`config.mk`:
```
export PLATFORM = sky130hd
export DESIGN_NAME = parking_slot_manager_flat
export DESIGN_NICKNAME = d
export VERILOG_FILES = /design/src/rtl/parking_slot_manager_if.sv /design/src/rtl/parking_slot_manager.sv /design/src/flat_wrapper.sv
export SDC_FILE = /design/constraint.sdc
export NUM_CORES = 1
export LEC_CHECK = 0
export ABC_AREA = 1
export CAP_MARGIN = 20
export CORE_MARGIN = 2
export CORE_UTILIZATION = 52
export DETAILED_ROUTE_END_ITERATION = 8
export PLACE_DENSITY_LB_ADDON = 0.25
export SETUP_SLACK_MARGIN = 0.1
export SYNTH_ARGS = -nofsm -noshare
export SYNTH_HDL_FRONTEND = slang
export SYNTH_SLANG_ARGS = --single-unit
export TNS_END_PERCENT = 50
```
`constraint.sdc`:
```
create_clock -name clk -period 2.9 [get_ports clk]
set_clock_uncertainty 0.2 [all_clocks]
set_input_delay 0.29 -clock clk [delete_from_list [all_inputs] [get_ports clk]]
set_output_delay 0.29 -clock clk [all_outputs]
set_load 0.005 [all_outputs]
```
`src/rtl/parking_slot_manager_if.sv`:
```
// rtl/parking_slot_manager_if.sv - request/status bundle between gate logic and the slot manager
interface parking_slot_manager_if #(
    parameter int NUM_SLOTS = 4,
    parameter int COST_W    = 12
);
    logic                             tick;
    logic                             enter_req;
    logic                             exit_req;
    logic [NUM_SLOTS-1:0]             slot_sel;
    logic [NUM_SLOTS-1:0]             slot_state;
    logic [$clog2(NUM_SLOTS+1)-1:0]   occupied_count;
    logic                             full;
    logic [COST_W-1:0]                last_cost;
    logic                             cost_valid;
    logic                             err;
    logic [1:0]                       err_code;

    modport master (
        output tick, enter_req, exit_req, slot_sel,
        input  slot_state, occupied_count, full, last_cost, cost_valid, err, err_code
    );

    modport slave (
        input  tick, enter_req, exit_req, slot_sel,
        output slot_state, occupied_count, full, last_cost, cost_valid, err, err_code
    );
endinterface

```
`src/rtl/parking_slot_manager.sv`:
```
// rtl/parking_slot_manager.sv - per-slot occupancy, elapsed-time counters and exit fee computation
module parking_slot_manager #(
    parameter int NUM_SLOTS = 4,
    parameter int TIME_W    = 10,
    parameter int COST_W    = 12,
    parameter int RATE      = 1,
    parameter int BASE_FEE  = 0
) (
    input logic clk,
    input logic reset,
    parking_slot_manager_if.slave bus
);
    localparam int CNT_W = $clog2(NUM_SLOTS + 1);
    // Wide enough that BASE_FEE + elapsed*RATE can never overflow before saturation.
    localparam int FEE_W = TIME_W + 34;
    localparam logic [FEE_W-1:0] COST_MAX = (FEE_W'(1) << COST_W) - FEE_W'(1);
    localparam logic [0:0] FREE     = 1'b0;
    localparam logic [0:0] OCCUPIED = 1'b1;

    logic [NUM_SLOTS-1:0] slot_state_q;
    logic [TIME_W-1:0]    elapsed_q [NUM_SLOTS];
    logic [CNT_W-1:0]     count_q;
    logic                 full_q;
    logic [COST_W-1:0]    last_cost_q;
    logic                 cost_valid_q;
    logic                 err_q;
    logic [1:0]           err_code_q;

    logic                 one_hot;
    logic                 sel_busy;
    logic                 reject;
    logic [1:0]           reject_code;
    logic                 acc_enter;
    logic                 acc_exit;
    logic [TIME_W-1:0]    sel_elapsed;
    logic [FEE_W-1:0]     fee_full;
    logic [COST_W-1:0]    fee_sat;
    logic [NUM_SLOTS-1:0] state_next;
    logic [CNT_W-1:0]     count_next;

    // Validate the request in priority order; any rejection blocks all slot updates.
    always_comb begin
        one_hot     = (bus.slot_sel != '0) &&
                      ((bus.slot_sel & (bus.slot_sel - NUM_SLOTS'(1))) == '0);
        sel_busy    = |(bus.slot_sel & slot_state_q);
        reject      = 1'b0;
        reject_code = 2'd0;
        if (bus.enter_req && bus.exit_req) begin
            reject      = 1'b1;
            reject_code = 2'd3;
        end else if ((bus.enter_req || bus.exit_req) && !one_hot) begin
            reject      = 1'b1;
            reject_code = 2'd0;
        end else if (bus.enter_req && sel_busy) begin
            reject      = 1'b1;
            reject_code = 2'd1;
        end else if (bus.exit_req && !sel_busy) begin
            reject      = 1'b1;
            reject_code = 2'd2;
        end
        acc_enter = bus.enter_req && !reject;
        acc_exit  = bus.exit_req && !reject;
    end

    // Fee from the selected slot's pre-edge count, saturated to the output width.
    always_comb begin
        sel_elapsed = '0;
        for (int i = 0; i < NUM_SLOTS; i++) begin
            if (bus.slot_sel[i]) sel_elapsed = sel_elapsed | elapsed_q[i];
        end
        fee_full = FEE_W'(BASE_FEE) + FEE_W'(sel_elapsed) * FEE_W'(RATE);
        fee_sat  = (fee_full > COST_MAX) ? {COST_W{1'b1}} : fee_full[COST_W-1:0];
    end

    // Next occupancy and its population count, so count/full register alongside slot_state.
    always_comb begin
        state_next = slot_state_q;
        if (acc_enter) state_next = state_next | bus.slot_sel;
        if (acc_exit)  state_next = state_next & ~bus.slot_sel;
        count_next = '0;
        for (int i = 0; i < NUM_SLOTS; i++) begin
            count_next = count_next + CNT_W'(state_next[i]);
        end
    end

    // Slot FSMs and elapsed counters; a tick on the enter/exit edge of a slot is not counted.
    always_ff @(posedge clk or posedge reset) begin
        if (reset) begin
            slot_state_q <= '0;
            for (int i = 0; i < NUM_SLOTS; i++) elapsed_q[i] <= '0;
        end else begin
            slot_state_q <= state_next;
            for (int i = 0; i < NUM_SLOTS; i++) begin
                if (acc_enter && bus.slot_sel[i]) begin
                    elapsed_q[i] <= '0;
                end else if (acc_exit && bus.slot_sel[i]) begin
                    elapsed_q[i] <= elapsed_q[i];
                end else if (bus.tick && slot_state_q[i] == OCCUPIED &&
                             elapsed_q[i] != {TIME_W{1'b1}}) begin
                    elapsed_q[i] <= elapsed_q[i] + TIME_W'(1);
                end
            end
        end
    end

    // Status, fee and error registers; last_cost and err_code hold between events.
    always_ff @(posedge clk or posedge reset) begin
        if (reset) begin
            count_q      <= '0;
            full_q       <= 1'b0;
            last_cost_q  <= '0;
            cost_valid_q <= 1'b0;
            err_q        <= 1'b0;
            err_code_q   <= 2'd0;
        end else begin
            count_q      <= count_next;
            full_q       <= (count_next == CNT_W'(NUM_SLOTS));
            cost_valid_q <= acc_exit;
            err_q        <= reject;
            if (acc_exit) last_cost_q <= fee_sat;
            if (reject)   err_code_q  <= reject_code;
        end
    end

    assign bus.slot_state     = slot_state_q;
    assign bus.occupied_count = count_q;
    assign bus.full           = full_q;
    assign bus.last_cost      = last_cost_q;
    assign bus.cost_valid     = cost_valid_q;
    assign bus.err            = err_q;
    assign bus.err_code       = err_code_q;

    // FREE names the cleared state bit; referenced here so both encodings stay documented.
    logic unused_free;
    assign unused_free = FREE[0];
endmodule

```
`src/flat_wrapper.sv`:
```
// flat-port wrapper written by rule: the top's interface ports become plain ports
module parking_slot_manager_flat 
#(
    parameter int NUM_SLOTS = 4,
    parameter int TIME_W    = 10,
    parameter int COST_W    = 12,
    parameter int RATE      = 1,
    parameter int BASE_FEE  = 0
)
  (clk, reset, bus_tick, bus_enter_req, bus_exit_req, bus_slot_sel, bus_slot_state, bus_occupied_count, bus_full, bus_last_cost, bus_cost_valid, bus_err, bus_err_code);
  parking_slot_manager_if #(.NUM_SLOTS(NUM_SLOTS), .COST_W(COST_W)) bus_i ();
  input logic clk;
  input logic reset;
  input wire logic [$bits(bus_i.tick)-1:0] bus_tick;
  input wire logic [$bits(bus_i.enter_req)-1:0] bus_enter_req;
  input wire logic [$bits(bus_i.exit_req)-1:0] bus_exit_req;
  input wire logic [$bits(bus_i.slot_sel)-1:0] bus_slot_sel;
  output wire logic [$bits(bus_i.slot_state)-1:0] bus_slot_state;
  output wire logic [$bits(bus_i.occupied_count)-1:0] bus_occupied_count;
  output wire logic [$bits(bus_i.full)-1:0] bus_full;
  output wire logic [$bits(bus_i.last_cost)-1:0] bus_last_cost;
  output wire logic [$bits(bus_i.cost_valid)-1:0] bus_cost_valid;
  output wire logic [$bits(bus_i.err)-1:0] bus_err;
  output wire logic [$bits(bus_i.err_code)-1:0] bus_err_code;
  assign bus_i.tick = bus_tick;
  assign bus_i.enter_req = bus_enter_req;
  assign bus_i.exit_req = bus_exit_req;
  assign bus_i.slot_sel = bus_slot_sel;
  assign bus_slot_state = bus_i.slot_state;
  assign bus_occupied_count = bus_i.occupied_count;
  assign bus_full = bus_i.full;
  assign bus_last_cost = bus_i.last_cost;
  assign bus_cost_valid = bus_i.cost_valid;
  assign bus_err = bus_i.err;
  assign bus_err_code = bus_i.err_code;
  parking_slot_manager #(.NUM_SLOTS(NUM_SLOTS), .TIME_W(TIME_W), .COST_W(COST_W), .RATE(RATE), .BASE_FEE(BASE_FEE)) u_core (.clk(clk), .reset(reset), .bus(bus_i));
endmodule
```
After elaboration in Yosys (flattened, before gate mapping)
Cells that the tools add are included.
- input port bits: 9
- output and inout port bits: 24
- word-level logic and storage cells: 102
- register bits: 64
- reduce and logical (&&, ||, !) cells: 38
- add/sub/neg operators: 8
- equality and inequality tests: 9
- bitwise logic cells: 8
- magnitude comparators: 1
- muxes and demuxes: 27
- operators by type and width (cell ; count):
    2-to-1 mux 10 bit ; 16
    adder 10 x 1 -> 10 bit (second input constant) ; 4
    != test 10 bit (second input constant) ; 4
    OR 10 bit ; 3
    logical AND 1 bit ; 23
    bitwise AND 4 bit ; 3
    greater-than comparator 10 x 12 -> 1 bit (second input constant) ; 1
    2-to-1 mux 12 bit ; 1
    2-to-1 mux 2 bit ; 4
    2-to-1 mux 4 bit ; 2
    != test 2 x 1 -> 1 bit (second input constant) ; 4
    AND reduction 2 bit ; 4
    nonzero test 2 bit ; 4
    adder 3 x 1 -> 3 bit ; 2
    logical NOT 4 bit ; 1
    2-to-1 mux 1 bit ; 4
    inverter 4 bit ; 1
    OR 4 bit ; 1
    nonzero test 4 bit ; 1
    OR reduction 4 bit ; 1
    subtractor 4 x 1 -> 4 bit (second input constant) ; 1
    == test 3 bit (second input constant) ; 1
    logical NOT 1 bit ; 3
    adder 1 x 1 -> 2 bit ; 1
    logical OR 1 bit ; 1

Depth between registers and ports, before layout
Gate-level depths: netlist of run 1.
- depth after elaboration: 17
- mapped depth: 14
- mapped depth without buffers: 12

Least setup slack after synthesis of run 1
No wires, ideal clock.
- kind: input-to-reg
- start: input bus_slot_sel[3]
- end: register u_core.full_q, in the netlist u_core.bus.full
- arrival time: 2.519 ns
- cell stages on the path: 13
- path slack: 0.093 ns
- library setup time: 0.088 ns
- required time: 2.612 ns
- buffers on the path: 2
- cells stage by stage: buf_4 -> inv_1 -> nand2_1 -> nand2_1 -> nand2_1 -> nand2_1 -> buf_4 -> nand4_2 -> a21boi_0 -> ha_1 -> fa_1 -> ha_1 -> nor3b_1
- word-level cells in the longest chain between the ends: 17
- elaborated cells between the ends (all ways): 28
- classes of those cells: add/sub (4); eq/ne (1); mux (6); bitwise (5); reduce/logical (12)
- RTL lines (what ; RTL line ; text):
    from (decl) ; flat_wrapper.sv:17 ; input wire logic [$bits(bus_i.slot_sel)-1:0] bus_slot_sel;
    subtractor 4 x 1 -> 4 bit or bitwise AND 4 bit (tied branches) ; parking_slot_manager.sv:44, parking_slot_manager.sv:45 ;
    bitwise AND 4 bit or OR reduction 4 bit (tied branches) ; parking_slot_manager.sv:44, parking_slot_manager.sv:45 ;
    logical NOT 4 bit or logical NOT 1 bit (tied branches) ; parking_slot_manager.sv:44, parking_slot_manager.sv:57 ;
    logical AND 1 bit, on equally long branches ; parking_slot_manager.sv:43, parking_slot_manager.sv:57 ;
    logical NOT 1 bit or 2-to-1 mux 1 bit (tied branches) ; parking_slot_manager.sv:51, parking_slot_manager.sv:57 ;
    logical AND 1 bit or 2-to-1 mux 1 bit (tied branches) ; parking_slot_manager.sv:51, parking_slot_manager.sv:54 ;
    2-to-1 mux 1 bit * ; parking_slot_manager.sv:51 ; end else if ((bus.enter_req || bus.exit_req) && !one_hot) begin
    2-to-1 mux 1 bit * ; parking_slot_manager.sv:48 ; if (bus.enter_req && bus.exit_req) begin
    (+2 left out) ; - ;
    2-to-1 mux 4 bit ; parking_slot_manager.sv:78 ; if (acc_enter) state_next = state_next | bus.slot_sel;
    bitwise AND 4 bit ; parking_slot_manager.sv:79 ; if (acc_exit) state_next = state_next & ~bus.slot_sel;
    2-to-1 mux 4 bit * ; parking_slot_manager.sv:79 ;
    via u_core.state_next[0] ; parking_slot_manager.sv:38 ; logic [NUM_SLOTS-1:0] state_next;
    adder 1 x 1 -> 2 bit * ; parking_slot_manager.sv:82 ; count_next = count_next + CNT_W'(state_next[i]);
    adder 3 x 1 -> 3 bit * (2 in series) ; parking_slot_manager.sv:82 ;
    via u_core.count_next[1] ; parking_slot_manager.sv:39 ; logic [CNT_W-1:0] count_next;
    == test 3 bit * ; parking_slot_manager.sv:117 ; full_q <= (count_next == CNT_W'(NUM_SLOTS));
    to (signal assigned) ; parking_slot_manager.sv:117 ;
    to (decl) ; parking_slot_manager.sv:23 ; logic full_q;
Mark *: on every way through the listed nets, which the timed path passes. The rest lies on a longest branch.
A chain may end at the register's enable or synchronous reset.

Worst setup path in the final report of run 1
- start: register u_core.slot_state_q[1], in the netlist u_core.bus.slot_state[1]
- end: register u_core.full_q, in the netlist u_core.bus.full
- word-level cells in the longest chain between the ends: 17
- elaborated cells between the ends (all ways): 20
- classes of those cells: add/sub (3); eq/ne (1); mux (6); bitwise (3); reduce/logical (7)
- RTL lines (what ; RTL line ; text):
    from (decl) ; parking_slot_manager.sv:20 ; logic [NUM_SLOTS-1:0] slot_state_q;
    from (signal assigned) ; parking_slot_manager.sv:92 ; slot_state_q <= state_next;
    bitwise AND 4 bit * ; parking_slot_manager.sv:45 ; sel_busy = |(bus.slot_sel & slot_state_q);
    OR reduction 4 bit * ; parking_slot_manager.sv:45 ;
    logical NOT 1 bit ; parking_slot_manager.sv:57 ; end else if (bus.exit_req && !sel_busy) begin
    logical AND 1 bit ; parking_slot_manager.sv:57 ;
    2-to-1 mux 1 bit ; parking_slot_manager.sv:57 ;
    2-to-1 mux 1 bit * ; parking_slot_manager.sv:54 ; end else if (bus.enter_req && sel_busy) begin
    2-to-1 mux 1 bit * ; parking_slot_manager.sv:51 ;
    2-to-1 mux 1 bit * ; parking_slot_manager.sv:48 ;
    (+2 left out) ; - ;
    2-to-1 mux 4 bit ; parking_slot_manager.sv:78 ;
    bitwise AND 4 bit ; parking_slot_manager.sv:79 ;
    2-to-1 mux 4 bit * ; parking_slot_manager.sv:79 ;
    via u_core.state_next[0] ; parking_slot_manager.sv:38 ;
    adder 1 x 1 -> 2 bit * ; parking_slot_manager.sv:82 ;
    adder 3 x 1 -> 3 bit * (2 in series) ; parking_slot_manager.sv:82 ;
    via u_core.count_next[1] ; parking_slot_manager.sv:39 ;
    == test 3 bit * ; parking_slot_manager.sv:117 ;
Marked as above.

==> qor.yml, run 1 <==
run_status:
  status: "completed"
routing:
  dr.pass1.iters: 5
  num_vias: 3601
  drtIter0Drc: 437
  vias_per_cell: 5.67
  antenna_left: 0
  drc_errors: 0
  wl_um: 9570
  post_drt_wl_per_cell_um: 15.1
sta:
  tns_ns: 0
  period_needed_ns: 2.68
  layout_setup_ws_ns: 0.223
  rsz0062_at_grt: "no"
  slew_violations: 0
  hold_viol_final: 0
  setup_viol: 0
  fmax_mhz: 374
  tightest_slew_ns: 0.756
  timing.hold.ws_ns: 0.113
  max-slew-margin-rel_pct: 49.4
  fin_crit_sh_pct: 92.3
die:
  ioPinCount: 33
  die_w_um: 88.9
  start_util_pct: 54.6
  fp.coreArea_sq_um: 6870
  die_height_um: 88.9
  rows: 30
  die_area_sq_um: 7910
synthesis:
  synth_top_area_share_pct: 41.4
  synth.avg_cell_area_sq_um: 7.76
  seq_area_frac_synth_pct: 41.4
  ys_seq_elements: 62
  synth_warnings: 0
  ys_types: 32
  syn_inst: 483
  synthTopCellsByArea: "dfrtp_1 41%, nand2_1 12%, nand3_1 8.7%, nand4_1 6.5%, inv_1 6.1%"
  syn_area_sq_um: 3750
  synth_area_leader_cell: "dfrtp_1"
placement:
  pre_cts_ws_ns: -0.350
  place_area_sq_um: 4270
  dp_hpwl_um: 6770
  dp_cells: 618
  portBuffers: 30
  gp_congestion: 0.952
critical_path:
  endpoint_kind: "register"
  cp-start-kind: "register"
  cp.required_ns: 2.97
  cpPeakStageDelay_ns: 0.42
  critPathMaxFanout: 6
  cp_num_buf_inv: 0
  path_cells: "nand2_1, nand2_1, nor2_2, nor2_2, nor2_4, nand4_1, a21boi_2, ha_1, fa_1, ha_4, nor3b_2"
  cp_slowest_cell: "dfrtp_1"
  crit_arrival_ns: 2.75
  path_class: "register to register"
  crit_family: "adder cells"
clocking:
  cts_hold_buf: 0
  cts_buffer_depth: 2
  h-tree-depth: 3
  cts_root_buf: "clkbuf_8"
  cts_tree: "done"
  clock-sinks: 62
  cts.clk_slew.worst_paths_ns: 0.07
  clock_latency_ns: 0.35
  cts_buffers: 9
job:
  drv_cap: 0
layout:
  fin_cells: 635
  final_nets: 550
  diodes: 0
  syn2layout_area_growth_pct: 21.1
  drive_above_1_share_pct: 12.8
  design_area_sq_um: 4540
  final_core_util_pct: 66.1
global_route:
  grt_pass1_wl_um: 16300
  grt_pass1_vias: 3354
  grt_antenna_before_repair: 0
  grt_use_total_pct: 26.8
  grt-ovfl-total: 0
  grt_max_degree: 63
power_and_ir_drop:
  p_per_area_nw_per_um2: 741
  p_leak_nw: 2.35
  power_mw: 3.36
  vdd_ir_drop_max_mv: 0.788
worst_hold_path:
  min_path_type: "input pin to async pin"
synthesized netlist by cell type, drive strengths merged:
| library cell | number |
|---|---|
| and2 | 1 |
| nand2 | 124 |
| fa | 1 |
| a21oi | 3 |
| o21ai | 16 |
| nor3 | 12 |
| nand3b | 3 |
| nor2 | 17 |
| o21bai | 1 |
| dfrtp | 62 |
| nand4 | 43 |
| o31ai | 1 |
| xor2 | 24 |
| buf | 16 |
| conb | 1 |
| clkbuf | 6 |
| a221oi | 2 |
| a21boi | 4 |
| ha | 6 |
| o22ai | 11 |
| inv | 63 |
| nand3 | 65 |
| nor3b | 1 |
placed cells by master, fill, tap and decap left out, types with 2 or more instances in the layout:
master	count
a21boi_0	2
a21boi_2	2
a21oi_1	3
a221oi_1	2
buf_4	30
bufinv_16	2
clkbuf_1	2
clkbuf_8	10
clkdlybuf4s50_1	27
clkinv_2	2
conb_1	2
dfrtp_1	62
dlymetal6s2s_1	3
ha_1	5
inv_1	60
inv_2	3
nand2_1	118
nand2_2	5
nand3_1	65
nand3b_1	3
nand4_1	39
nand4_2	3
nor2_1	14
nor2_2	2
nor3_1	11
o21ai_0	14
o21ai_2	2
o22ai_1	11
xor2_1	24
area by class of cell:
| cell class | count | area, sq um |
|---|---|---|
| fill | 576 | 2330 |
| multi-input combinational | 337 | 1860 |
| sequential | 62 | 1550 |
| timing repair buffer | 61 | 553 |
| inverter | 63 | 236 |
| clock buffer | 12 | 145 |
| tap | 96 | 120 |
| clock inverter | 4 | 70.1 |
where the power goes:
group	internal (mW)	switching (mW)	total [mW]
sequential	1.06	0.195	1.26
clock	0.505	0.342	0.848
combinational	0.570	0.687	1.26
total	2.14	1.22	3.36
path summary, 6_finish.rpt:
check                           depth (start not counted)  slack, ns                       end                startpoint
max in group asynchronous                               3       2.11           u_core.bus.full                     reset
min in group clk                                        4       0.26  u_core.bus.slot_state[1]           bus_slot_sel[1]
worst min register to register                          2       0.28   u_core.bus.last_cost[6]   u_core.bus.last_cost[6]
worst min-delay path                                    3       0.11   u_core.bus.last_cost[9]                     reset
worst max-delay path                                   11       0.22           u_core.bus.full  u_core.bus.slot_state[1]
worst max register to register                         11       0.22           u_core.bus.full  u_core.bus.slot_state[1]
kinds of logic (layout without fill, tap and decap cells):
kind of cell / Yosys count / count (layout) / synth area share (%)
AOI/OAI and AO/OA: 38 / 38 / 6.24
and+or+nand+nor: 266 / 266 / 34.1
buffers and inverters: 85 / 140 / 10.0
DFF: 62 / 62 / 41.4
other: 1 / 2 / 0.100
adders and majority gates: 7 / 7 / 2.54
xor gates and xnor gates: 24 / 24 / 5.61
repair_timing:
item	4_1_cts	5_1_grt
setup buffers	0	1
endpoints found under the setup margin	2	2
gates resized for setup	3	9
pin swaps	0	2
layer usage:
metal / track usage, % / share of wire, % / up-vias
li1: - / - / 1712
met1: 38.8 / 46 / 1688
met2: 39.2 / 44 / 176
met3: 7.20 / 7.9 / 25
met4: 8.82 / 2.0 / 0
met5: 0 / 0 / -
worst min-delay path: cells and delay by family:
family   cells  cell delay [ns]
buf+inv      3             0.76
registers in the layout, summed over array words and instances, names as in the netlist:
name                       flops
u_core.bus.full                1
u_core.bus.err                 1
u_core.elapsed_q              40
u_core.bus.slot_state          4
u_core.bus.last_cost          10
u_core.bus.cost_valid          1
u_core.bus.occupied_count      3
u_core.bus.err_code            2
No activity file was read; power rests on OpenSTA's default activity.
==> run 2: changes to the inputs <==
--- a/config.mk
+++ b/config.mk
@@ -10,6 +10,7 @@
 export CORE_MARGIN = 2
 export CORE_UTILIZATION = 52
 export DETAILED_ROUTE_END_ITERATION = 8
+export MAX_ROUTING_LAYER = met4
 export PLACE_DENSITY_LB_ADDON = 0.25
 export SETUP_SLACK_MARGIN = 0.1
 export SYNTH_ARGS = -nofsm -noshare
==> run 2 against run 1 <==
Compared with the run above: sequential power barely moved; via count decreased by 1.9%; fmax grew 0.56%; combinational power about the same; utilization about the same; die area did not move; flip-flop and latch count did not move; hold slack lost 0.095 ns; design area about the same; largest cell class unchanged.
==> qor.yml, run 2 (synthesized netlist as in run 1, its figures left out) <==
global_route:
  grt-ovfl-total: 0  # unchanged
  grt_pass1_wl_um: 16000  # -2.0%
  grt_max_degree: 50  # -21%
  grt_use_total_pct: 27.3  # +0.46 points
  grt_pass1_vias: 3287  # -2.0%
  grt_antenna_before_repair: 0  # unchanged
clocking:
  cts_setup_buffers: 0  # unchanged
  cts_hold_buf: 0  # unchanged
  cts_tree: "done"
  clock-sinks: 62  # unchanged
  cts_root_buf: "clkbuf_8"
  cts.clk_slew.worst_paths_ns: 0.07  # about the same
  clock_latency_ns: 0.35  # about the same
  cts_buffers: 9  # unchanged
  h-tree-depth: 3  # unchanged
  cts_buffer_depth: 2  # unchanged
placement:
  pre_cts_ws_ns: -0.309  # +0.0406 ns
  portBuffers: 30  # unchanged
  dp_cells: 618  # unchanged
  dp_hpwl_um: 6910  # +2.0%
  gp_congestion: 0.976  # +2.6%
sta:
  setup_viol: 0  # unchanged
  layout_setup_ws_ns: 0.238  # +0.0148 ns
  fin_crit_sh_pct: 91.8  # -0.51 points
  fmax_mhz: 376  # +0.56%
  slew_violations: 0  # unchanged
  period_needed_ns: 2.66  # -0.0148 ns
  hold_viol_final: 0  # unchanged
  max-slew-margin-rel_pct: 45.2  # -4.2 points
  tightest_slew_ns: 0.819  # +0.0629 ns
  rsz0062_at_grt: "no"
critical_path:
  cp.required_ns: 2.96  # about the same
  crit_arrival_ns: 2.72  # -0.03 ns
  cpPeakStageDelay_ns: 0.47  # +0.05 ns
  cp-start-kind: "input pin"
  critPathMaxFanout: 6  # unchanged
  cp_num_buf_inv: 1  # +1
  r2r_start: "u_core.bus.slot_state[3]"
  crit_family: "adder cells"
  endpoint_kind: "register"
  path_class: "input pin to register"
  critPathMostFrequentCell: "nand2_1"
  path_cells: "clkdlybuf4s50_1, nand2_1, nand2_1, nor2_1, nor2_2, nor2_4, nand4_1, a21boi_2, ha_1, fa_2, ha_4, nor3b_2"
  cp_slowest_cell: "clkdlybuf4s50_1"
  crit_start: "bus_slot_sel[1]"
die:
  die_area_sq_um: 7910  # unchanged
  ioPinCount: 33  # unchanged
  die_w_um: 88.9  # unchanged
  die_height_um: 88.9  # unchanged
  rows: 30  # unchanged
  fp.coreArea_sq_um: 6870  # unchanged
  start_util_pct: 54.6  # unchanged
layout:
  multi_input_area_sq_um: 1860  # -0.47%
  largest_reg_flops: 40  # unchanged
  fill_cells: 588  # +2.1%
  final_nets: 549  # -0.18%
  drive_above_1_share_pct: 12.8  # +0.024 points
  fin_cells: 634  # -0.16%
  largest-register: "u_core.elapsed_q"
  seqCellArea_sq_um: 1550  # about the same
  diodes: 0  # unchanged
  final_common_cell: "nand2_1"
  syn2layout_area_growth_pct: 21.1  # about the same
  layout_common_cells: "118 x nand2_1, 65 x nand3_1, 61 x dfrtp_1, 60 x inv_1, 39 x nand4_1"
routing:
  wl_um: 9640  # +0.70%
  drtIter0Drc: 357  # -18%
  drc_errors: 0  # unchanged
  post_drt_wl_per_cell_um: 15.2  # +0.86%
  antenna_left: 0  # unchanged
  vias_per_cell: 5.57  # -1.7%
  num_vias: 3534  # -1.9%
  dr.pass1.iters: 5  # unchanged
job:
  drv_cap: 0  # unchanged
power_and_ir_drop:
  p_leak_nw: 2.33  # -0.78%
  vdd_ir_drop_max_mv: 0.755  # -4.1%
  p_per_area_nw_per_um2: 747  # +0.91%
worst_hold_path:
  min_path_type: "input pin to async pin"
run_status:
  status: "completed"
[run 2: cell types whose count changed in the layout (fill, tap and decap cells not counted), sizes merged]
cell	previous run	this run
clkinv	2	1
dlymetal6s2s	3	1
buf	31	30
clkbuf	12	13
clkdlybuf4s50	27	29
[run 2: final timing paths]
path / cells past startpoint / slack [ns] / end
min: 2 / 0.02 / u_core.elapsed_q[2]
max in group asynchronous: 3 / 1.90 / u_core.bus.slot_state[3]
min in group clk: 2 / 0.28 / u_core.bus.last_cost[6]
max: 12 / 0.24 / u_core.bus.full
min reg2reg: 2 / 0.28 / u_core.bus.last_cost[6]
max reg2reg: 11 / 0.25 / u_core.bus.full
[run 2: through the flow]
| step | hold WS, ns | total power [mW] | TNS [ns] | area [sq um] | util (%) |
|---|---|---|---|---|---|
| after floorplan | 0.237 | 1.90 | 0 | 3750 | - |
| after global placement | 0.264 | 2.40 | -0.244 | 4270 | 62.2 |
| after detailed placement | 0.269 | 2.43 | -0.475 | 4270 | 62.2 |
| after CTS | 0.0253 | 3.34 | 0 | 4520 | 65.7 |
| after global routing | 0.0424 | 3.61 | 0 | 4540 | 66.1 |
| final | 0.0176 | 3.39 | 0 | 4540 | 66.1 |
[run 2: per-layer routing]
metal | share of wire [%] | global-route usage (%) | vias up
li1 | - | - | 1704
met1 | 46 | 37.7 | 1674
met2 | 45 | 40.0 | 140
met3 | 7.1 | 5.08 | 16
met4 | 2.1 | 10.5 | 0
met5 | 0 | - | -
[run 2: final cells by class]
type,instances,share of cell area [%]
multi-input combinational,337,40.9
sequential,62,34.2
timing repair buffer,60,11.9
inverter,63,5.21
clock buffer,13,3.72
tap,96,2.65
clock inverter,3,1.43
[run 2: worst register-to-register path: stages, from the launching register on]
cell,delay [ns]
dfrtp_2,0.44
nand2_1,0.08
nand2_1,0.08
nor2_1,0.12
nor2_2,0.07
nor2_4,0.19
nand4_1,0.15
a21boi_2,0.20
ha_1,0.31
fa_2,0.36
ha_4,0.23
nor3b_2,0.16
[run 2: what timing repair did]
action / in CTS / in global routing
endpoints found under the setup margin: 1 / 1
resized for setup: 4 / 6
gates cloned: 0 / 0
pin swaps: 1 / 3
hold endpoints to repair: 0 / 0
[run 2: power breakdown]
group / switching (mW) / internal [mW] / total, mW
logic: 0.675 / 0.563 / 1.24
registers: 0.195 / 1.06 / 1.26
clock network: 0.342 / 0.554 / 0.896
==> RTL change, RTL diff (settings of run 1) <==
`COST_W` is set to 12 in 3 places; all go to 18.
--- a/src/rtl/parking_slot_manager_if.sv
+++ b/src/rtl/parking_slot_manager_if.sv
@@ -1,7 +1,7 @@
 // rtl/parking_slot_manager_if.sv - request/status bundle between gate logic and the slot manager
 interface parking_slot_manager_if #(
     parameter int NUM_SLOTS = 4,
-    parameter int COST_W    = 12
+    parameter int COST_W    = 18
 );
     logic                             tick;
     logic                             enter_req;
--- a/src/rtl/parking_slot_manager.sv
+++ b/src/rtl/parking_slot_manager.sv
@@ -2,7 +2,7 @@
 module parking_slot_manager #(
     parameter int NUM_SLOTS = 4,
     parameter int TIME_W    = 10,
-    parameter int COST_W    = 12,
+    parameter int COST_W    = 18,
     parameter int RATE      = 1,
     parameter int BASE_FEE  = 0
 ) (
--- a/src/flat_wrapper.sv
+++ b/src/flat_wrapper.sv
@@ -3,7 +3,7 @@
 #(
     parameter int NUM_SLOTS = 4,
     parameter int TIME_W    = 10,
-    parameter int COST_W    = 12,
+    parameter int COST_W    = 18,
     parameter int RATE      = 1,
     parameter int BASE_FEE  = 0
 )
Interface: changed (resized bus_last_cost); port bits go from 33 to 39. No check against the original RTL was run, so the function may have changed too.
==> RTL change against run 1 <==
First-iteration DRC count fell by 43%. Power is 4.5% lower. Largest cell class unchanged. Synthesized area increased by 1.4%. Synthesized cell count rose by 1.2%. Sequential cell count is the same. Cell area down 0.14%. Wire length increased by 0.44%. Worst setup slack got worse by 0.026 ns.
==> RTL change: results (changes against run 1) <==
metric;value;unit;change
drt via density;5.516;;-2.7%
final RePlAce weighted congestion;0.9132;;-4.1%
Mapped Avg Cell Area;7.776;um^2;+0.16%
Final period util;93.19;%;+0.89 points
number of global-route vias before repair;3293;;-1.8%
crit path launch;bus_slot_sel[1];;
first-pass GRT wire length;15.99;mm;-1.8%
status;finished clean;;
share of cells above drive strength 1;12.64;%;-0.16 points
Placed Area;4290;um^2;+0.41%
Synth Area in Adders;2.501;%;-0.035 points
CP max stage delay;0.40;ns;-0.02 ns
Rel. slew slack;60.82;%;+11 points
Routed met3 length;521;um;-31%
post-synthesis sequential area ratio;40.80;%;-0.57 points
Post-synth top cells;nand2_1, dfrtp_1, inv_1, nand3_1, nand4_1;;
fraction of area in multi-input gates;41.80;%;+0.75 points
num rows;31;;+3.3%
clock network area share;4.001;%;-0.74 points
drt total wl;9.612;mm;+0.44%
Area Overhead vs Synth;19.25;%;
Clk network pwr share;22.7;%;-2.5 points
TritonRoute pass-1 iters;6;;+1
fin nets;557;;+1.3%
XOR/XNOR Fraction of Synth Area;5.989;%;+0.38 points
post-place setup slack;-0.4724;ns;-0.1226 ns
total placed cells including tap cells;626;;+1.3%
M1 WL;4.171;mm;-5.5%
dpl hpwl;6.850;mm;+1.2%
Leak;0.002369;uW;+0.93%
clk pwr;730;uW;-14%
Layout Cells excl Fill;645;;+1.6%
1st-iter DRT viols;250;;-43%
Multi-In Gates;344;;+2.1%
Worst IR Drop VDD;0.0004161;V;-47%
CTS resizes;6;;+3
synth top area cells;dfrtp_1, nand2_1, nand3_1, nand4_1, inv_1;;
Synth Area in Compound Gates;5.791;%;-0.45 points
## RTL change: cell count changes in the layout (fill, tap and decap cells not counted), sizes merged, moves of 3 or more
cell / before / now
nand2: 124 / 134
nand3: 65 / 57
conb: 2 / 8
nand4: 43 / 48
o22ai: 11 / 6
o21ai: 16 / 20
clkinv: 2 / 5
nor3: 12 / 9
## RTL change: worst paths after layout
path	to	slack (ns)	cells after the start
max in group asynchronous	u_core.elapsed_q[5]	1.77	3
worst min-delay path	u_core.elapsed_q[26]	0.13	2
worst max-delay path	u_core.bus.full	0.20	13
min in group clk	u_core.bus.last_cost[8]	0.28	2
worst max register to register	u_core.bus.full	0.23	11
worst min register to register	u_core.bus.last_cost[8]	0.28	2
## RTL change: routing by layer
layer | up-vias | GRT usage [%]
li1 | 1707 | -
met1 | 1716 | 34.85
met2 | 118 | 43.03
met3 | 17 | 6.187
met4 | 0 | 7.056
met5 | - | 0
